==> config.mk <==
export PLATFORM = sky130hd
export DESIGN_NAME = dmem_lsu_flat
export DESIGN_NICKNAME = d
export VERILOG_FILES = /design/src/rtl/dmem_lsu_pkg.sv /design/src/rtl/dmem_lsu_if.sv /design/src/rtl/dmem_lsu_align.sv /design/src/rtl/dmem_lsu.sv /design/src/flat_wrapper.sv
export SDC_FILE = /design/constraint.sdc
export NUM_CORES = 1
export LEC_CHECK = 0
export ABC_CLOCK_PERIOD_IN_PS = 9450
export BUFFER_PORTS_ARGS = -buffer_cell sky130_fd_sc_hd__buf_2
export CORE_MARGIN = 1.5
export CORE_UTILIZATION = 30
export DETAILED_ROUTE_END_ITERATION = 10
export PLACE_DENSITY = 0.5
export SLEW_MARGIN = 15
export SYNTH_ARGS = -nofsm -noshare
export SYNTH_HDL_FRONTEND = slang
export SYNTH_SLANG_ARGS = --single-unit
==> constraint.sdc <==
create_clock -name clk -period 9.45 [get_ports clk]
set_input_delay 0.945 -clock clk [delete_from_list [all_inputs] [get_ports clk]]
set_output_delay 0.945 -clock clk [all_outputs]
set_load 0.01 [all_outputs]
==> src/rtl/dmem_lsu_pkg.sv <==
// Shared encodings for the data-RAM load/store unit: access sizes, FSM states
// and the alignment rule that decides whether a request may touch the RAM.
package dmem_lsu_pkg;

  localparam logic [1:0] SIZE_BYTE = 2'b00;
  localparam logic [1:0] SIZE_HALF = 2'b01;
  localparam logic [1:0] SIZE_WORD = 2'b10;

  localparam int LANES = 4;

  typedef enum logic [1:0] {
    IDLE   = 2'd0,
    ACCESS = 2'd1,
    WRITE  = 2'd2,
    RESP   = 2'd3
  } state_t;

  // Size 2'b11 falls into the word rule along with SIZE_WORD.
  function automatic logic is_misaligned(input logic [1:0] size, input logic [1:0] offset);
    logic mis;
    case (size)
      SIZE_BYTE: mis = 1'b0;
      SIZE_HALF: mis = offset[0];
      default:   mis = (offset != 2'b00);
    endcase
    return mis;
  endfunction

endpackage

==> src/rtl/dmem_lsu_if.sv <==
// CPU-side request/response bundle of the load/store unit.
interface dmem_lsu_if #(
  parameter int DATA_WIDTH = 32,
  parameter int BUS_WIDTH  = 10
);
  logic                  req_valid;
  logic                  req_ready;
  logic                  req_we;
  logic [1:0]            req_size;
  logic                  req_unsigned;
  logic [BUS_WIDTH+1:0]  req_addr;
  logic [DATA_WIDTH-1:0] req_wdata;
  logic                  resp_valid;
  logic                  resp_err;
  logic [DATA_WIDTH-1:0] resp_rdata;

  modport master (
    output req_valid, req_we, req_size, req_unsigned, req_addr, req_wdata,
    input  req_ready, resp_valid, resp_err, resp_rdata
  );

  modport slave (
    input  req_valid, req_we, req_size, req_unsigned, req_addr, req_wdata,
    output req_ready, resp_valid, resp_err, resp_rdata
  );
endinterface

==> src/rtl/dmem_lsu_align.sv <==
// Little-endian byte-lane logic: extracts and extends load data, and merges
// sub-word store data into a previously read RAM word.
module lsu_align
  import dmem_lsu_pkg::*;
#(
  parameter int DATA_WIDTH = 32
) (
  input  logic [1:0]            size,
  input  logic                  is_unsigned,
  input  logic [1:0]            offset,
  input  logic [DATA_WIDTH-1:0] rd_word,
  input  logic [DATA_WIDTH-1:0] wdata,
  input  logic [DATA_WIDTH-1:0] merge_word,
  output logic [DATA_WIDTH-1:0] ld_data,
  output logic [DATA_WIDTH-1:0] st_word
);

  logic [4:0]  bit_off;
  logic [7:0]  byte_sel;
  logic [15:0] half_sel;

  assign bit_off  = {offset, 3'b000};
  assign byte_sel = rd_word[bit_off +: 8];
  assign half_sel = offset[1] ? rd_word[31:16] : rd_word[15:0];

  always_comb begin
    case (size)
      SIZE_BYTE: ld_data = {{(DATA_WIDTH-8){~is_unsigned & byte_sel[7]}}, byte_sel};
      SIZE_HALF: ld_data = {{(DATA_WIDTH-16){~is_unsigned & half_sel[15]}}, half_sel};
      default:   ld_data = rd_word;
    endcase
  end

  always_comb begin
    st_word = merge_word;
    case (size)
      SIZE_BYTE: st_word[bit_off +: 8] = wdata[7:0];
      SIZE_HALF: begin
        if (offset[1]) st_word[31:16] = wdata[15:0];
        else           st_word[15:0]  = wdata[15:0];
      end
      default:   st_word = wdata;
    endcase
  end

endmodule

==> src/rtl/dmem_lsu.sv <==
// Load/store initiator for the word-wide data RAM: one CPU request at a time,
// sub-word stores done as read-modify-write, single-cycle response pulse.
module dmem_lsu
  import dmem_lsu_pkg::*;
#(
  parameter int DATA_WIDTH = 32,
  parameter int BUS_WIDTH  = 10
) (
  input  logic                  clk,
  input  logic                  rst,
  dmem_lsu_if.slave             cpu,
  output logic                  mem_re,
  output logic                  mem_we,
  output logic [BUS_WIDTH-1:0]  mem_addr,
  output logic [DATA_WIDTH-1:0] mem_wdata,
  input  logic [DATA_WIDTH-1:0] mem_rdata
);

  state_t                state_q, state_d;
  logic                  we_q, we_d;
  logic [1:0]            size_q, size_d;
  logic                  uns_q, uns_d;
  logic [BUS_WIDTH+1:0]  addr_q, addr_d;
  logic [DATA_WIDTH-1:0] wdata_q, wdata_d;
  logic [DATA_WIDTH-1:0] merge_q, merge_d;
  logic                  resp_valid_q, resp_valid_d;
  logic                  resp_err_q, resp_err_d;
  logic [DATA_WIDTH-1:0] resp_rdata_q, resp_rdata_d;

  logic [DATA_WIDTH-1:0] ld_data;
  logic [DATA_WIDTH-1:0] st_word;
  logic                  is_word;

  assign is_word = size_q[1];

  lsu_align #(.DATA_WIDTH(DATA_WIDTH)) u_align (
    .size        (size_q),
    .is_unsigned (uns_q),
    .offset      (addr_q[1:0]),
    .rd_word     (mem_rdata),
    .wdata       (wdata_q),
    .merge_word  (merge_q),
    .ld_data     (ld_data),
    .st_word     (st_word)
  );

  always_comb begin
    state_d      = state_q;
    we_d         = we_q;
    size_d       = size_q;
    uns_d        = uns_q;
    addr_d       = addr_q;
    wdata_d      = wdata_q;
    merge_d      = merge_q;
    resp_valid_d = 1'b0;
    resp_err_d   = resp_err_q;
    resp_rdata_d = resp_rdata_q;
    case (state_q)
      IDLE: begin
        if (cpu.req_valid) begin
          we_d    = cpu.req_we;
          size_d  = cpu.req_size;
          uns_d   = cpu.req_unsigned;
          addr_d  = cpu.req_addr;
          wdata_d = cpu.req_wdata;
          if (is_misaligned(cpu.req_size, cpu.req_addr[1:0])) begin
            state_d      = RESP;
            resp_valid_d = 1'b1;
            resp_err_d   = 1'b1;
          end else begin
            state_d = ACCESS;
          end
        end
      end
      ACCESS: begin
        if (!we_q) begin
          resp_rdata_d = ld_data;
          state_d      = RESP;
          resp_valid_d = 1'b1;
        end else if (is_word) begin
          state_d      = RESP;
          resp_valid_d = 1'b1;
        end else begin
          merge_d = mem_rdata;
          state_d = WRITE;
        end
      end
      WRITE: begin
        state_d      = RESP;
        resp_valid_d = 1'b1;
      end
      default: begin
        state_d      = IDLE;
        resp_err_d   = 1'b0;
        resp_rdata_d = '0;
      end
    endcase
  end

  always_ff @(posedge clk or posedge rst) begin
    if (rst) begin
      state_q      <= IDLE;
      we_q         <= 1'b0;
      size_q       <= 2'b00;
      uns_q        <= 1'b0;
      addr_q       <= '0;
      wdata_q      <= '0;
      merge_q      <= '0;
      resp_valid_q <= 1'b0;
      resp_err_q   <= 1'b0;
      resp_rdata_q <= '0;
    end else begin
      state_q      <= state_d;
      we_q         <= we_d;
      size_q       <= size_d;
      uns_q        <= uns_d;
      addr_q       <= addr_d;
      wdata_q      <= wdata_d;
      merge_q      <= merge_d;
      resp_valid_q <= resp_valid_d;
      resp_err_q   <= resp_err_d;
      resp_rdata_q <= resp_rdata_d;
    end
  end

  // RAM strobes come straight from state so an async reset drops them at once.
  assign mem_re    = (state_q == ACCESS);
  assign mem_we    = (state_q == WRITE) || ((state_q == ACCESS) && we_q && is_word);
  assign mem_addr  = addr_q[BUS_WIDTH+1:2];
  assign mem_wdata = mem_we ? st_word : '0;

  assign cpu.req_ready  = (state_q == IDLE);
  assign cpu.resp_valid = resp_valid_q;
  assign cpu.resp_err   = resp_err_q;
  assign cpu.resp_rdata = resp_rdata_q;

endmodule

==> src/flat_wrapper.sv <==
// flat-port wrapper written by rule: the top's interface ports become plain ports
module dmem_lsu_flat import dmem_lsu_pkg::*;
#(
  parameter int DATA_WIDTH = 32,
  parameter int BUS_WIDTH  = 10
)
  (clk, rst, mem_re, mem_we, mem_addr, mem_wdata, mem_rdata, cpu_req_valid, cpu_req_we, cpu_req_size, cpu_req_unsigned, cpu_req_addr, cpu_req_wdata, cpu_req_ready, cpu_resp_valid, cpu_resp_err, cpu_resp_rdata);
  dmem_lsu_if #(.DATA_WIDTH(DATA_WIDTH), .BUS_WIDTH(BUS_WIDTH)) cpu_i ();
  input  logic clk;
  input  logic rst;
  output logic mem_re;
  output logic mem_we;
  output logic [BUS_WIDTH-1:0] mem_addr;
  output logic [DATA_WIDTH-1:0] mem_wdata;
  input  logic [DATA_WIDTH-1:0] mem_rdata;
  input wire logic [$bits(cpu_i.req_valid)-1:0] cpu_req_valid;
  input wire logic [$bits(cpu_i.req_we)-1:0] cpu_req_we;
  input wire logic [$bits(cpu_i.req_size)-1:0] cpu_req_size;
  input wire logic [$bits(cpu_i.req_unsigned)-1:0] cpu_req_unsigned;
  input wire logic [$bits(cpu_i.req_addr)-1:0] cpu_req_addr;
  input wire logic [$bits(cpu_i.req_wdata)-1:0] cpu_req_wdata;
  output wire logic [$bits(cpu_i.req_ready)-1:0] cpu_req_ready;
  output wire logic [$bits(cpu_i.resp_valid)-1:0] cpu_resp_valid;
  output wire logic [$bits(cpu_i.resp_err)-1:0] cpu_resp_err;
  output wire logic [$bits(cpu_i.resp_rdata)-1:0] cpu_resp_rdata;
  assign cpu_i.req_valid = cpu_req_valid;
  assign cpu_i.req_we = cpu_req_we;
  assign cpu_i.req_size = cpu_req_size;
  assign cpu_i.req_unsigned = cpu_req_unsigned;
  assign cpu_i.req_addr = cpu_req_addr;
  assign cpu_i.req_wdata = cpu_req_wdata;
  assign cpu_req_ready = cpu_i.req_ready;
  assign cpu_resp_valid = cpu_i.resp_valid;
  assign cpu_resp_err = cpu_i.resp_err;
  assign cpu_resp_rdata = cpu_i.resp_rdata;
  dmem_lsu #(.DATA_WIDTH(DATA_WIDTH), .BUS_WIDTH(BUS_WIDTH)) u_core (.clk(clk), .rst(rst), .cpu(cpu_i), .mem_re(mem_re), .mem_we(mem_we), .mem_addr(mem_addr), .mem_wdata(mem_wdata), .mem_rdata(mem_rdata));
endmodule
==> impl_metrics.tcl <==
set metrics [dict create \
    power_frac_clock_pct 21.4 \
    drt-met1-wl_um 9108 \
    holdBufCountCts 0 \
    dieWidth_um 147.7 \
    route.vias.total 5285 \
    crit_fanout 12 \
    power_uw 3088 \
    regArea_mm2 0.002903 \
    p_leak_uw 0.003550 \
    status "completed" \
    antenna_found_initial 0 \
    arrival_ns 3.03 \
    relSlewSlack_pct 32.82 \
    grt_pass1_wl_um 31580 \
    fillers 2019 \
    top_layer_used "met4" \
    fin_nets 789 \
    synth_top_area_cell "dfrtp_1" \
    synth-async-reset-ratio_pct 100.0 \
    cts_buffers 17 \
    wl_met3_um 1547 \
    max_cap_violations 0 \
    period_needed_ns 3.979 \
    grt_setup_unrepaired "false" \
    combPwrFrac_pct 46.7 \
    start_util_pct 30.84 \
    power.internal_uw 1814 \
    synth_nets 656 \
    fmax_ghz 0.2513 \
    setup_violations 0 \
    cts_sinks 116 \
    hold_ws_ns 0.4964 \
    dieArea_mm2 0.02181 \
    routed_wl_um 20820 \
    drc 0 \
    met2_length_um 9596 \
    drtIter0Drc 389 \
    numPortBuffers 161 \
    syn_area_mm2 0.006281 \
    drive_above_1_share_pct 45.35 \
    cts_resized 0 \
    hold_viol 0 \
    path_cells "inv_1 > ha_1 > nor3_1 > a221oi_1 > nor3_1 > buf_2" \
    die_y_um 147.7 \
    period_share_pct 42.11 \
    grtUsageTotal_pct 19.22 \
    synth_edf_count 0 \
    syn_to_final_growth_pct 24.50 \
    multi_input_area_mm2 0.003087 \
    clkTransAtPathRegs_ns 0.06 \
    n_antenna_cell 0 \
    synth_most_common_cell "dfrtp_1" \
    hpwl_um 14700 \
    cp-end-kind "output pin" \
    crit_family "simple AND/OR/NAND/NOR gates" \
    synth_area_leaders "dfrtp_1 46%, mux2_2 19%, a22oi_1 3.5%" \
    grt_max_degree 82 \
    io_pins 162 \
    cts_tree "built" \
    synth_top_area_share_pct 46.22 \
    cts_setup_buffers 0 \
    powerDensity_mw_per_mm2 394.9 \
    cp_slowest_cell "nor3_1" \
    worstMarginPinSlew_ns 1.008 \
    sw_frac_of_total_pct 41.25 \
    tns_ns 0 \
    post_drt_via_cell_ratio 5.393 \
    synth_common_cells "116 x dfrtp_1, 106 x mux2_2, 43 x a21oi_1" \
    hold_path.class "reg2reg" \
    drtPass1Iterations 8 \
    slowest_delay_ns 0.77 \
    peakVddDrop_v 0.0001533 \
    p_sw_uw 1274 \
    ys_types 47 \
    syn_avg_cell_area_um2 11.14 \
    rows 52 \
    clk-insertion-delay-late_ns 0.42 \
    crit_type "reg2out" \
    wl_per_cell_um 21.24 \
    cts_root_buffer "clkbuf_16" \
    gp_congestion 0.7977 \
    startpoint_type "register" \
    seqPwrFrac_pct 31.9 \
    grt_overflow 0 \
    htreeDepth 4 \
    cts_buffer_depth 2 \
    ant_nets 0 \
    cpMostUsedCell "nor3_1" \
    synth_warnings 0 \
    path_buf_inv 2 \
    synth_seq_cells 116 \
    seq_area_frac_synth_pct 46.22 \
    grt_pass1_vias 5319 \
    post-route-util_pct 38.40 \
    core_area_mm2 0.02036 \
    critPathRequiredTime_ns 8.51 \
    synthCells 564 \
    finalMaxSlewViolations 0 \
    finClkSkew_ns 0.009469 \
    synth_ff_type "dfrtp_1" \
]
## routing by layer
layer	GRT usage, %	up-vias
met5	0	-
met4	8.200	0
met3	4.969	35
met2	29.72	240
met1	25.42	2610
li1	-	2400
## worst reg2reg max path, delay by kind of cell (launching register included)
kind / cells / cell delay [ns]
AND/OR/NAND/NOR: 2 / 1.16
AO/OA/AOI/OAI: 2 / 0.96
flip-flops: 1 / 0.39
adder cells (fa/ha/maj): 1 / 0.33
buffers and inverters: 1 / 0.08
## power groups by stage
stage                     combinational [µW]  sequential [µW]  clock, µW
final                                   1440              985        661
after global routing                    1570             1020        696
after CTS                               1440              979        676
after detailed placement                1430              982          0
after global placement                  1400              971          0
after floorplan                         1040              907          0
## metrics by stage
stage | instances | cell area (µm²) | setup slack (ns)
after detailed placement | 948 | 7221 | 5.985
after CTS | 980 | 7815 | 5.523
after global routing | 980 | 7820 | 5.288
after floorplan | 564 | 6281 | 5.433
final | 980 | 7820 | 5.471
after global placement | 948 | 7221 | 6.085
## worst paths after layout
check                      slack, ns                   endpoint               from  cells after the start
max                             5.47               mem_wdata[3]   u_core.addr_q[0]                      6
min                             0.50          u_core.addr_q[10]  u_core.addr_q[10]                      1
max reg2reg                     6.45  u_core.cpu.resp_rdata[17]  u_core.state_q[0]                      6
min reg2reg                     0.50          u_core.addr_q[10]  u_core.addr_q[10]                      1
max in group asynchronous       7.80         u_core.wdata_q[23]                rst                      3
min in group asynchronous       0.54          u_core.addr_q[11]                rst                      2
## flip-flops by register name, summed over array words and instances (netlist names), 2 cells and up
| register | flops |
|---|---|
| u_core.state_q | 2 |
| u_core.addr_q | 12 |
| u_core.wdata_q | 32 |
| u_core.cpu.resp_rdata | 32 |
| u_core.size_q | 2 |
| u_core.merge_q | 32 |
## cell type report
cell class | count | area share [%]
Clock inverter | 12 | 2.016
Timing Repair Buffer | 168 | 11.02
Inverter | 9 | 0.4640
Tap cell | 270 | 4.320
Sequential cell | 116 | 37.12
Clock buffer | 20 | 5.584
Multi-Input combinational cell | 385 | 39.47
## kinds of logic after synthesis
kind of cell	Yosys count	share of synthesized area [%]
and+or+nand+nor	93	8.346
DFF	116	46.22
AOI/OAI and AO/OA	174	19.36
buffers and inverters	63	4.801
muxes	109	19.48
adders and majority gates	9	1.793
## layout by cell type, fill, tap and decap left out, drive strengths merged, types with 2 or more instances in the layout
cell type | synthesis | final
clkbuf | 26 | 20
and4 | 2 | 2
or3 | 3 | 3
clkinvlp | 0 | 3
nand2b | 9 | 9
and2 | 2 | 2
ha | 9 | 9
mux2i | 3 | 3
a21oi | 43 | 43
a22oi | 29 | 29
o22ai | 33 | 33
nand2 | 26 | 26
or2 | 3 | 3
nor2b | 26 | 26
inv | 8 | 8
bufinv | 0 | 3
dfrtp | 116 | 116
buf | 28 | 168
mux2 | 106 | 106
a221o | 16 | 16
clkinv | 1 | 7
nor2 | 8 | 8
a32o | 13 | 13
a32oi | 2 | 2
a211o | 2 | 2
nor3 | 9 | 9
a221oi | 8 | 8
o21ai | 20 | 20
No activity file was read; power rests on OpenSTA's default activity.
